$ cat src/rtl/control_sequencer.sv
// Hardwired control unit for the single-bus CPU: fetch in T0-T2, opcode-dependent execute in T3-T7.
// All datapath strobes are a combinational decode of the registered step plus the opcode in IR.
module control_sequencer (
   input  logic        clk,
   input  logic        clr,
   input  logic [31:0] IR,
   input  logic        CON_FF,
   input  logic        stop,
   output logic        Gra,
   output logic        Grb,
   output logic        Grc,
   output logic        Rin,
   output logic        Rout,
   output logic        BAout,
   output logic        PCout,
   output logic        PCin,
   output logic        Inc_PC,
   output logic        IRin,
   output logic        MARin,
   output logic        MDRin,
   output logic        MDRout,
   output logic        read,
   output logic        write,
   output logic        Yin,
   output logic        Zin,
   output logic        ZLOWout,
   output logic        ZHIout,
   output logic        HIin,
   output logic        LOin,
   output logic        HIout,
   output logic        LOout,
   output logic        Cout,
   output logic        inPortout,
   output logic        outPort_in,
   output logic        CONin,
   output logic [4:0]  ALU_select,
   output logic        run
);

   typedef enum logic [3:0] {
      S_RESET, S_T0, S_T1, S_T2, S_T3, S_T4, S_T5, S_T6, S_T7, S_HALT
   } state_t;

   localparam logic [4:0] OP_LD   = 5'b00000;
   localparam logic [4:0] OP_LDI  = 5'b00001;
   localparam logic [4:0] OP_ST   = 5'b00010;
   localparam logic [4:0] OP_ADDI = 5'b01100;
   localparam logic [4:0] OP_ANDI = 5'b01101;
   localparam logic [4:0] OP_ORI  = 5'b01110;
   localparam logic [4:0] OP_MUL  = 5'b01111;
   localparam logic [4:0] OP_DIV  = 5'b10000;
   localparam logic [4:0] OP_NEG  = 5'b10001;
   localparam logic [4:0] OP_NOT  = 5'b10010;
   localparam logic [4:0] OP_BR   = 5'b10011;
   localparam logic [4:0] OP_JR   = 5'b10100;
   localparam logic [4:0] OP_IN   = 5'b10110;
   localparam logic [4:0] OP_OUT  = 5'b10111;
   localparam logic [4:0] OP_MFHI = 5'b11000;
   localparam logic [4:0] OP_MFLO = 5'b11001;
   localparam logic [4:0] OP_HALT = 5'b11011;
   localparam logic [4:0] ALU_ADD = 5'b00011;
   localparam logic [4:0] ALU_AND = 5'b00101;
   localparam logic [4:0] ALU_OR  = 5'b00110;

   state_t     state_q, state_d;
   logic [4:0] op;
   logic       last;
   logic       ir_unused;

   assign op        = IR[31:27];
   assign ir_unused = ^IR[26:0];

   always_ff @(posedge clk or posedge clr) begin
      if (clr) state_q <= S_RESET;
      else     state_q <= state_d;
   end

   always_comb begin
      Gra = 1'b0; Grb = 1'b0; Grc = 1'b0; Rin = 1'b0; Rout = 1'b0; BAout = 1'b0;
      PCout = 1'b0; PCin = 1'b0; Inc_PC = 1'b0; IRin = 1'b0; MARin = 1'b0;
      MDRin = 1'b0; MDRout = 1'b0; read = 1'b0; write = 1'b0; Yin = 1'b0; Zin = 1'b0;
      ZLOWout = 1'b0; ZHIout = 1'b0; HIin = 1'b0; LOin = 1'b0; HIout = 1'b0;
      LOout = 1'b0; Cout = 1'b0; inPortout = 1'b0; outPort_in = 1'b0; CONin = 1'b0;
      ALU_select = 5'b00000;
      run = 1'b1;
      last = 1'b0;
      case (state_q)
         S_RESET, S_HALT: run = 1'b0;
         S_T0: begin PCout = 1'b1; MARin = 1'b1; Inc_PC = 1'b1; end
         S_T1: begin read = 1'b1; MDRin = 1'b1; end
         S_T2: begin MDRout = 1'b1; IRin = 1'b1; end
         default: begin
            // Execute steps: the opcode selects both the strobes and the final step.
            if (op == OP_LD || op == OP_LDI || op == OP_ST) begin
               case (state_q)
                  S_T3: begin Grb = 1'b1; BAout = 1'b1; Yin = 1'b1; end
                  S_T4: begin Cout = 1'b1; ALU_select = ALU_ADD; Zin = 1'b1; end
                  S_T5: begin
                     ZLOWout = 1'b1;
                     if (op == OP_LDI) begin Gra = 1'b1; Rin = 1'b1; last = 1'b1; end
                     else MARin = 1'b1;
                  end
                  S_T6: begin
                     MDRin = 1'b1;
                     if (op == OP_LD) read = 1'b1;
                     else begin Gra = 1'b1; Rout = 1'b1; end
                  end
                  default: begin
                     last = 1'b1;
                     if (op == OP_LD) begin MDRout = 1'b1; Gra = 1'b1; Rin = 1'b1; end
                     else write = 1'b1;
                  end
               endcase
            end else if ((op >= 5'b00011 && op <= 5'b01011) || op == OP_ADDI ||
                         op == OP_ANDI || op == OP_ORI) begin
               case (state_q)
                  S_T3: begin Grb = 1'b1; Rout = 1'b1; Yin = 1'b1; end
                  S_T4: begin
                     Zin = 1'b1;
                     case (op)
                        OP_ADDI: begin Cout = 1'b1; ALU_select = ALU_ADD; end
                        OP_ANDI: begin Cout = 1'b1; ALU_select = ALU_AND; end
                        OP_ORI:  begin Cout = 1'b1; ALU_select = ALU_OR;  end
                        default: begin Grc = 1'b1; Rout = 1'b1; ALU_select = op; end
                     endcase
                  end
                  default: begin ZLOWout = 1'b1; Gra = 1'b1; Rin = 1'b1; last = 1'b1; end
               endcase
            end else if (op == OP_MUL || op == OP_DIV) begin
               case (state_q)
                  S_T3: begin Gra = 1'b1; Rout = 1'b1; Yin = 1'b1; end
                  S_T4: begin Grb = 1'b1; Rout = 1'b1; Zin = 1'b1; ALU_select = op; end
                  S_T5: begin ZLOWout = 1'b1; LOin = 1'b1; end
                  default: begin ZHIout = 1'b1; HIin = 1'b1; last = 1'b1; end
               endcase
            end else if (op == OP_NEG || op == OP_NOT) begin
               if (state_q == S_T3) begin
                  Grb = 1'b1; Rout = 1'b1; Zin = 1'b1; ALU_select = op;
               end else begin
                  ZLOWout = 1'b1; Gra = 1'b1; Rin = 1'b1; last = 1'b1;
               end
            end else if (op == OP_BR) begin
               case (state_q)
                  S_T3: begin Gra = 1'b1; Rout = 1'b1; CONin = 1'b1; end
                  S_T4: begin PCout = 1'b1; Yin = 1'b1; end
                  S_T5: begin Cout = 1'b1; ALU_select = ALU_ADD; Zin = 1'b1; end
                  default: begin
                     // CON_FF was loaded from CONin in T3; it gates the taken-branch write here.
                     last = 1'b1;
                     if (CON_FF) begin ZLOWout = 1'b1; PCin = 1'b1; end
                  end
               endcase
            end else begin
               last = 1'b1;
               case (op)
                  OP_JR:   begin Gra = 1'b1; Rout = 1'b1; PCin = 1'b1; end
                  OP_IN:   begin inPortout = 1'b1; Gra = 1'b1; Rin = 1'b1; end
                  OP_OUT:  begin Gra = 1'b1; Rout = 1'b1; outPort_in = 1'b1; end
                  OP_MFHI: begin HIout = 1'b1; Gra = 1'b1; Rin = 1'b1; end
                  OP_MFLO: begin LOout = 1'b1; Gra = 1'b1; Rin = 1'b1; end
                  default: ;
               endcase
            end
         end
      endcase
   end

   always_comb begin
      state_d = state_q;
      case (state_q)
         S_RESET: state_d = S_T0;
         S_T0:    state_d = S_T1;
         S_T1:    state_d = S_T2;
         S_T2:    state_d = S_T3;
         S_HALT:  state_d = S_HALT;
         default: begin
            if (last) begin
               state_d = (stop || op == OP_HALT) ? S_HALT : S_T0;
            end else begin
               case (state_q)
                  S_T3:    state_d = S_T4;
                  S_T4:    state_d = S_T5;
                  S_T5:    state_d = S_T6;
                  S_T6:    state_d = S_T7;
                  default: state_d = S_T0;
               endcase
            end
         end
      endcase
   end

endmodule
$ cat config.mk
export PLATFORM = sky130hd
export DESIGN_NAME = control_sequencer
export DESIGN_NICKNAME = d
export VERILOG_FILES = /design/src/rtl/control_sequencer.sv
export SDC_FILE = /design/constraint.sdc
export NUM_CORES = 1
export LEC_CHECK = 0
export BUFFER_PORTS_ARGS = -buffer_cell sky130_fd_sc_hd__buf_2
export CORE_MARGIN = 8
export CORE_UTILIZATION = 42
export CTS_CLUSTER_SIZE = 25
export DETAILED_ROUTE_END_ITERATION = 10
export GPL_TIMING_DRIVEN = 0
export HOLD_SLACK_MARGIN = 0.08
export PLACE_DENSITY = 0.8
export SLEW_MARGIN = 0
export SYNTH_ARGS = -nofsm -noshare
export SYNTH_HDL_FRONTEND = slang
export SYNTH_SLANG_ARGS = --single-unit
$ cat constraint.sdc
create_clock -name clk -period 2.2 [get_ports clk]
set_input_delay 0.55 -clock clk [delete_from_list [all_inputs] [get_ports clk]]
set_output_delay 0.55 -clock clk [all_outputs]
set_load 0.02 [all_outputs]
# ---- Word level (Yosys, flattened, before mapping)
# Cells that the tools add are included.
dict set report op_classes {
  mux 169
  magnitude_cmp 2
  reduce_logical 24
  n_eq_ne 24
}
# op n
set op_table {}
lappend op_table {{$mux W1} 144}
lappend op_table {{$eq A5 B5 Y1 const B} 10}
lappend op_table {{$mux W5} 8}
lappend op_table {{$eq A5 B4 Y1 const B} 4}
lappend op_table {{$pmux W4 S5} 1}
lappend op_table {{$eq A4 B3 Y1 const B} 4}
lappend op_table {{$pmux W1 S2} 8}
lappend op_table {{$pmux W4 S4} 1}
lappend op_table {{$reduce_or A4 Y1} 4}
lappend op_table {{$pmux W5 S3} 1}
lappend op_table {{$reduce_or A3 Y1} 4}
lappend op_table {{$reduce_or A5 Y1} 2}
lappend op_table {{$eq A4 B2 Y1 const B} 2}
lappend op_table {{$logic_or A1 B1 Y1} 8}
lappend op_table {{$mux W4} 2}
lappend op_table {{$mux W2} 3}
lappend op_table {{$reduce_or A2 Y1} 3}
lappend op_table {{$eq A5 B1 Y1 const B} 1}
lappend op_table {{$eq A5 B2 Y1 const B} 1}
lappend op_table {{$ge A5 B2 Y1 const B} 1}
lappend op_table {{$le A5 B4 Y1 const B} 1}
lappend op_table {{$logic_not A5 Y1} 1}
lappend op_table {{$eq A4 B1 Y1 const B} 1}
lappend op_table {{$eq A4 B4 Y1 const B} 1}
lappend op_table {{3 further kinds} 3}
dict set report totals {
  regBits 4
  input_bits 36
}

# ---- Logic depth before layout (Yosys ltp)
dict set report depth {
  depth_word 11
  depth_mapped 8
}

# ---- Worst setup path before layout
# OpenSTA, ideal clock, no wires.
dict set report synth_timing {
  kind {input to output}
  from {input port IR[31]}
  to {output port ALU_select[1]}
  required_time_ns 1.650
  path_slack_ns -0.488
  arrival_ns 2.138
  stages 6
  n_path_buf 1
  path_cell_list {clkbuf_4 nor3b_4 nand2_1 mux2_4 o41ai_2 nor3b_1}
}
dict set report synth_between {
  elab_chain_len 8
}
# element line
set synth_lines {}
lappend synth_lines {{start, declared} 6} ;# input logic [31:0] IR,
lappend synth_lines {{$ge A5 B2 Y1 / $le A5 B4 Y1 (equally long branches)} 114} ;# end else if ((op >= 5'b00011 && op <= 5'b01011) || op == OP_ADDI ||
lappend synth_lines {{$logic_and A1 B1 Y1} 114}
lappend synth_lines {{$logic_or A1 B1 Y1 (2 in a row)} 114}
lappend synth_lines {{$logic_or A1 B1 Y1} 115} ;# op == OP_ANDI || op == OP_ORI) begin
lappend synth_lines {{$mux W5} 114}
lappend synth_lines {{$mux W5 *} 94} ;# if (op == OP_LD || op == OP_LDI || op == OP_ST) begin
lappend synth_lines {{$mux W5 *} 87} ;# case (state_q)
lappend synth_lines {{end, declared} 36} ;# output logic [4:0] ALU_select,
# Mark *: on every way between the ends. The rest lies on a longest branch, timed or not.

# ---- Final worst setup path
dict set report layout_timing {
  from {input port IR[29]}
  to {output port Rout}
}
dict set report layout_between {
  elab_chain_len 9
}
# element line
set layout_lines {}
lappend layout_lines {{$eq A5 B5 Y1} 155} ;# case (op)
lappend layout_lines {{$reduce_or A2 Y1 (no line)} --}
lappend layout_lines {{$mux W1} 155}
lappend layout_lines {{$mux W1} 142} ;# end else if (op == OP_BR) begin
lappend layout_lines {{$mux W1} 136} ;# end else if (op == OP_NEG || op == OP_NOT) begin
lappend layout_lines {{$mux W1} 129} ;# end else if (op == OP_MUL || op == OP_DIV) begin
lappend layout_lines {{$mux W1} 114}
lappend layout_lines {{$mux W1 *} 94}
lappend layout_lines {{$mux W1 *} 87}
lappend layout_lines {{end, declared} 13} ;# output logic Rout,
# Marks and branches as above.

==> impl_metrics.env <==
export IMPL_cts_tree="yes"
export IMPL_overflow=0
export IMPL_yosysUniqueCellTypes=67
export IMPL_stdcell_count=340
export IMPL_cts_hold_buffers=0
export IMPL_synth_fp_nets=236
export IMPL_grt_pass1_vias=2039
export IMPL_portBuffers=38
export IMPL_syn_to_final_growth_pct=104
export IMPL_rows=21
export IMPL_path_class="in2out"
export IMPL_power_leakage_nw=1.20
export IMPL_period_share=1.35
export IMPL_core_um2=3260
export IMPL_antenna_cells=0
export IMPL_dr_first_iter_drc_count=418
export IMPL_io_pins=69
export IMPL_cts_buffers=3
export IMPL_drive_gt1_frac=0.663
export IMPL_syn_area_um2=1380
export IMPL_cp_max_fo=10
export IMPL_clk_insertion_delay_late_ns=0.24
export IMPL_initial_core_util=0.425
export IMPL_crit_path_top_delay_cell="a211oi_1"
export IMPL_wl_mm=8.69
export IMPL_post_place_cells=284
export IMPL_synth_ff_type="dfrtp_1"
export IMPL_nNetsFinal=332
export IMPL_required_ns=1.65
export IMPL_fmax_mhz=337
export IMPL_antenna_found_initial=0
export IMPL_clk_path_buf_depth=2
export IMPL_violations="setup timing"
export IMPL_setup_viol=32
export IMPL_cp_cell_sequence="buf_6 -> clkbuf_4 -> clkbuf_4 -> nand2_1 -> a211oi_1 -> o21ai_0 -> a2bb2oi_2 -> o32ai_4 -> buf_6"
export IMPL_clock_sinks=4
export IMPL_top_regs="state_q (4)"
export IMPL_yosysWarnings=0
export IMPL_hold_path_class="in2async"
export IMPL_die_area_um2=5390
export IMPL_vias_per_cell=6.94
export IMPL_slowest_delay_ns=0.41
export IMPL_tightest_slew_ns=0.488
export IMPL_drv_slew=0
export IMPL_die_w_um=73.4
export IMPL_pwr_share_seq=0.076
export IMPL_cts_root_buf="clkbuf_4"
export IMPL_min_period_ns=2.97
export IMPL_gp_congestion=0.941
export IMPL_comb_power_share=0.880
export IMPL_grt_pass1_wl_mm=10.4
export IMPL_ctsHtreeMaxLevel=1
export IMPL_first_pass_iters=5
export IMPL_crit_path_start_kind="input pin"
export IMPL_p_int_w=0.00111
export IMPL_largest_register_ffs=4
export IMPL_syn_instance_count=200
export IMPL_rsz0062_at_grt="yes"
export IMPL_drc_errors=0
export IMPL_wl_per_cell_um=25.6
export IMPL_fillers=159
export IMPL_grt_max_degree=11
export IMPL_slew_headroom=0.671
export IMPL_dp_hpwl_mm=3.61
export IMPL_switching_power_w=0.00126
export IMPL_clk_pin_slew_ns=0.05
export IMPL_yosysSeqAreaShare=0.0723
export IMPL_cp_data_arrival_time_ns=2.42
export IMPL_antenna_left=0
export IMPL_hold_viol=0
export IMPL_track_usage=0.242
export IMPL_num_vias=2360
export IMPL_maxCapViolCount=0
export IMPL_status="finished with violations"
export IMPL_die_h_um=73.4
export IMPL_synthArstFlopShare=1.00
export IMPL_whs_ns=0.203
export IMPL_critical_path_endpoint_type="output pin"
export IMPL_ir_worst_vdd_v=0.000776
export IMPL_power_density_nw_per_um2=840
export IMPL_synth_seq_cells=4
export IMPL_fin_ws_ns=-0.769
export IMPL_synth_edf_count=0
export IMPL_syn_area_per_cell_um2=6.92
export IMPL_top_register="state_q"
export IMPL_swShare=0.533
export IMPL_utilization=0.864
export IMPL_setup_tns_ns=-8.90
export IMPL_finClkSkew_ns=0.00519
export IMPL_power_share_clock=0.043
## worst max-delay path, delay by kind of cell
family | cells | cell delay (ns)
and+or+nand+nor | 1 | 0.11
buffers and inverters | 4 | 0.76
AOI/OAI and AO/OA | 4 | 0.99
## cells by family (layout without fill, tap and decap cells)
kind of cell | Yosys count | after routing | share of synthesized area
simple gates | 90 | 90 | 0.365
xor+xnor | 4 | 4 | 0.0307
buf+inv | 24 | 118 | 0.0949
mux | 2 | 2 | 0.0271
compound gates | 76 | 76 | 0.410
flops | 4 | 4 | 0.0723
## area by class of cell
class | instances | area, um^2 | area share
Inverter | 5 | 18.8 | 0.00666
Sequential cell | 4 | 104 | 0.0369
Tap cell | 46 | 57.6 | 0.0204
Timing Repair Buffer | 92 | 861 | 0.306
Buffer | 18 | 194 | 0.0689
Multi-Input combinational cell | 172 | 1560 | 0.554
Clock buffer | 3 | 22.5 | 0.00800
## cells in the mapped netlist (3+ instances only)
cell | n | area, um^2
nand2_1 | 27 | 101
nor2_1 | 23 | 86.3
o21ai_0 | 17 | 85.1
a21oi_1 | 10 | 50.1
buf_2 | 9 | 45.0
nor3_1 | 8 | 40.0
clkbuf_1 | 5 | 18.8
a21o_1 | 4 | 30.0
dfrtp_1 | 4 | 100
inv_1 | 4 | 15.0
nand2b_1 | 4 | 25.0
nand3_1 | 4 | 20.0
nor2b_1 | 4 | 25.0
o21ai_1 | 4 | 20.0
a211oi_1 | 3 | 22.5
a31oi_1 | 3 | 18.8
buf_6 | 3 | 33.8
nor3b_1 | 3 | 22.5
o21a_1 | 3 | 22.5
o22ai_1 | 3 | 18.8
## metal layers
metal | GRT usage | wire, um | up-vias
li1 | - | - | 929
met3 | 0.0505 | 1080 | 74
met4 | 0.146 | 588 | 0
met2 | 0.368 | 3770 | 268
met1 | 0.304 | 3250 | 1089
met5 | 0 | 0 | -
## path summary, 6_finish.rpt
kind	cells after the start	end	start	slack (ns)
worst max register to register	7	state_q[0]$_DFF_PP0_	state_q[3]$_DFF_PP0_	0.11
min in group clk	4	state_q[3]$_DFF_PP0_	stop	0.78
max in group asynchronous	2	state_q[0]$_DFF_PP0_	clr	1.81
worst max-delay path	9	Rout	IR[29]	-0.77
worst min register to register	3	state_q[0]$_DFF_PP0_	state_q[0]$_DFF_PP0_	0.89
worst min-delay path	2	state_q[3]$_DFF_PP0_	clr	0.20
## placed cells by master (no fill, tap or decap), drive strengths merged, types with 5 or more instances in the layout
cell    synthesis  routed
nand2          28      28
inv             5       5
o21ai          21      21
nor3            8       8
nor2           25      25
nor3b           5       5
clkbuf          6      10
a21oi          11      11
buf            13     103
## power by group through the flow
stage           Clock, W  Sequential [W]  Combinational (W)
3_3_place_gp           0        0.000165            0.00114
4_1_cts        0.0000960        0.000180            0.00143
5_1_grt         0.000106        0.000182            0.00214
2_1_floorplan          0        0.000156           0.000870
3_5_place_dp           0        0.000165            0.00115
6_report        0.000103        0.000180            0.00208
## metrics by stage
stage	setup WS (ns)	power, W	area, um^2
3_5_place_dp	-0.589	0.00131	1760
3_3_place_gp	-0.582	0.00130	1760
6_report	-0.769	0.00237	2820
2_1_floorplan	-0.226	0.00103	1510
5_1_grt	-0.816	0.00242	2820
4_1_cts	-0.422	0.00170	2320
## timing repair
item	in CTS	in global routing
endpoints found under the hold margin	0	0
gates resized for setup	97	90
gates cloned	0	0
buffers inserted	29	30
setup endpoints to repair	31	32
pin swaps	25	33
Power figures use the tool's default switching activity.
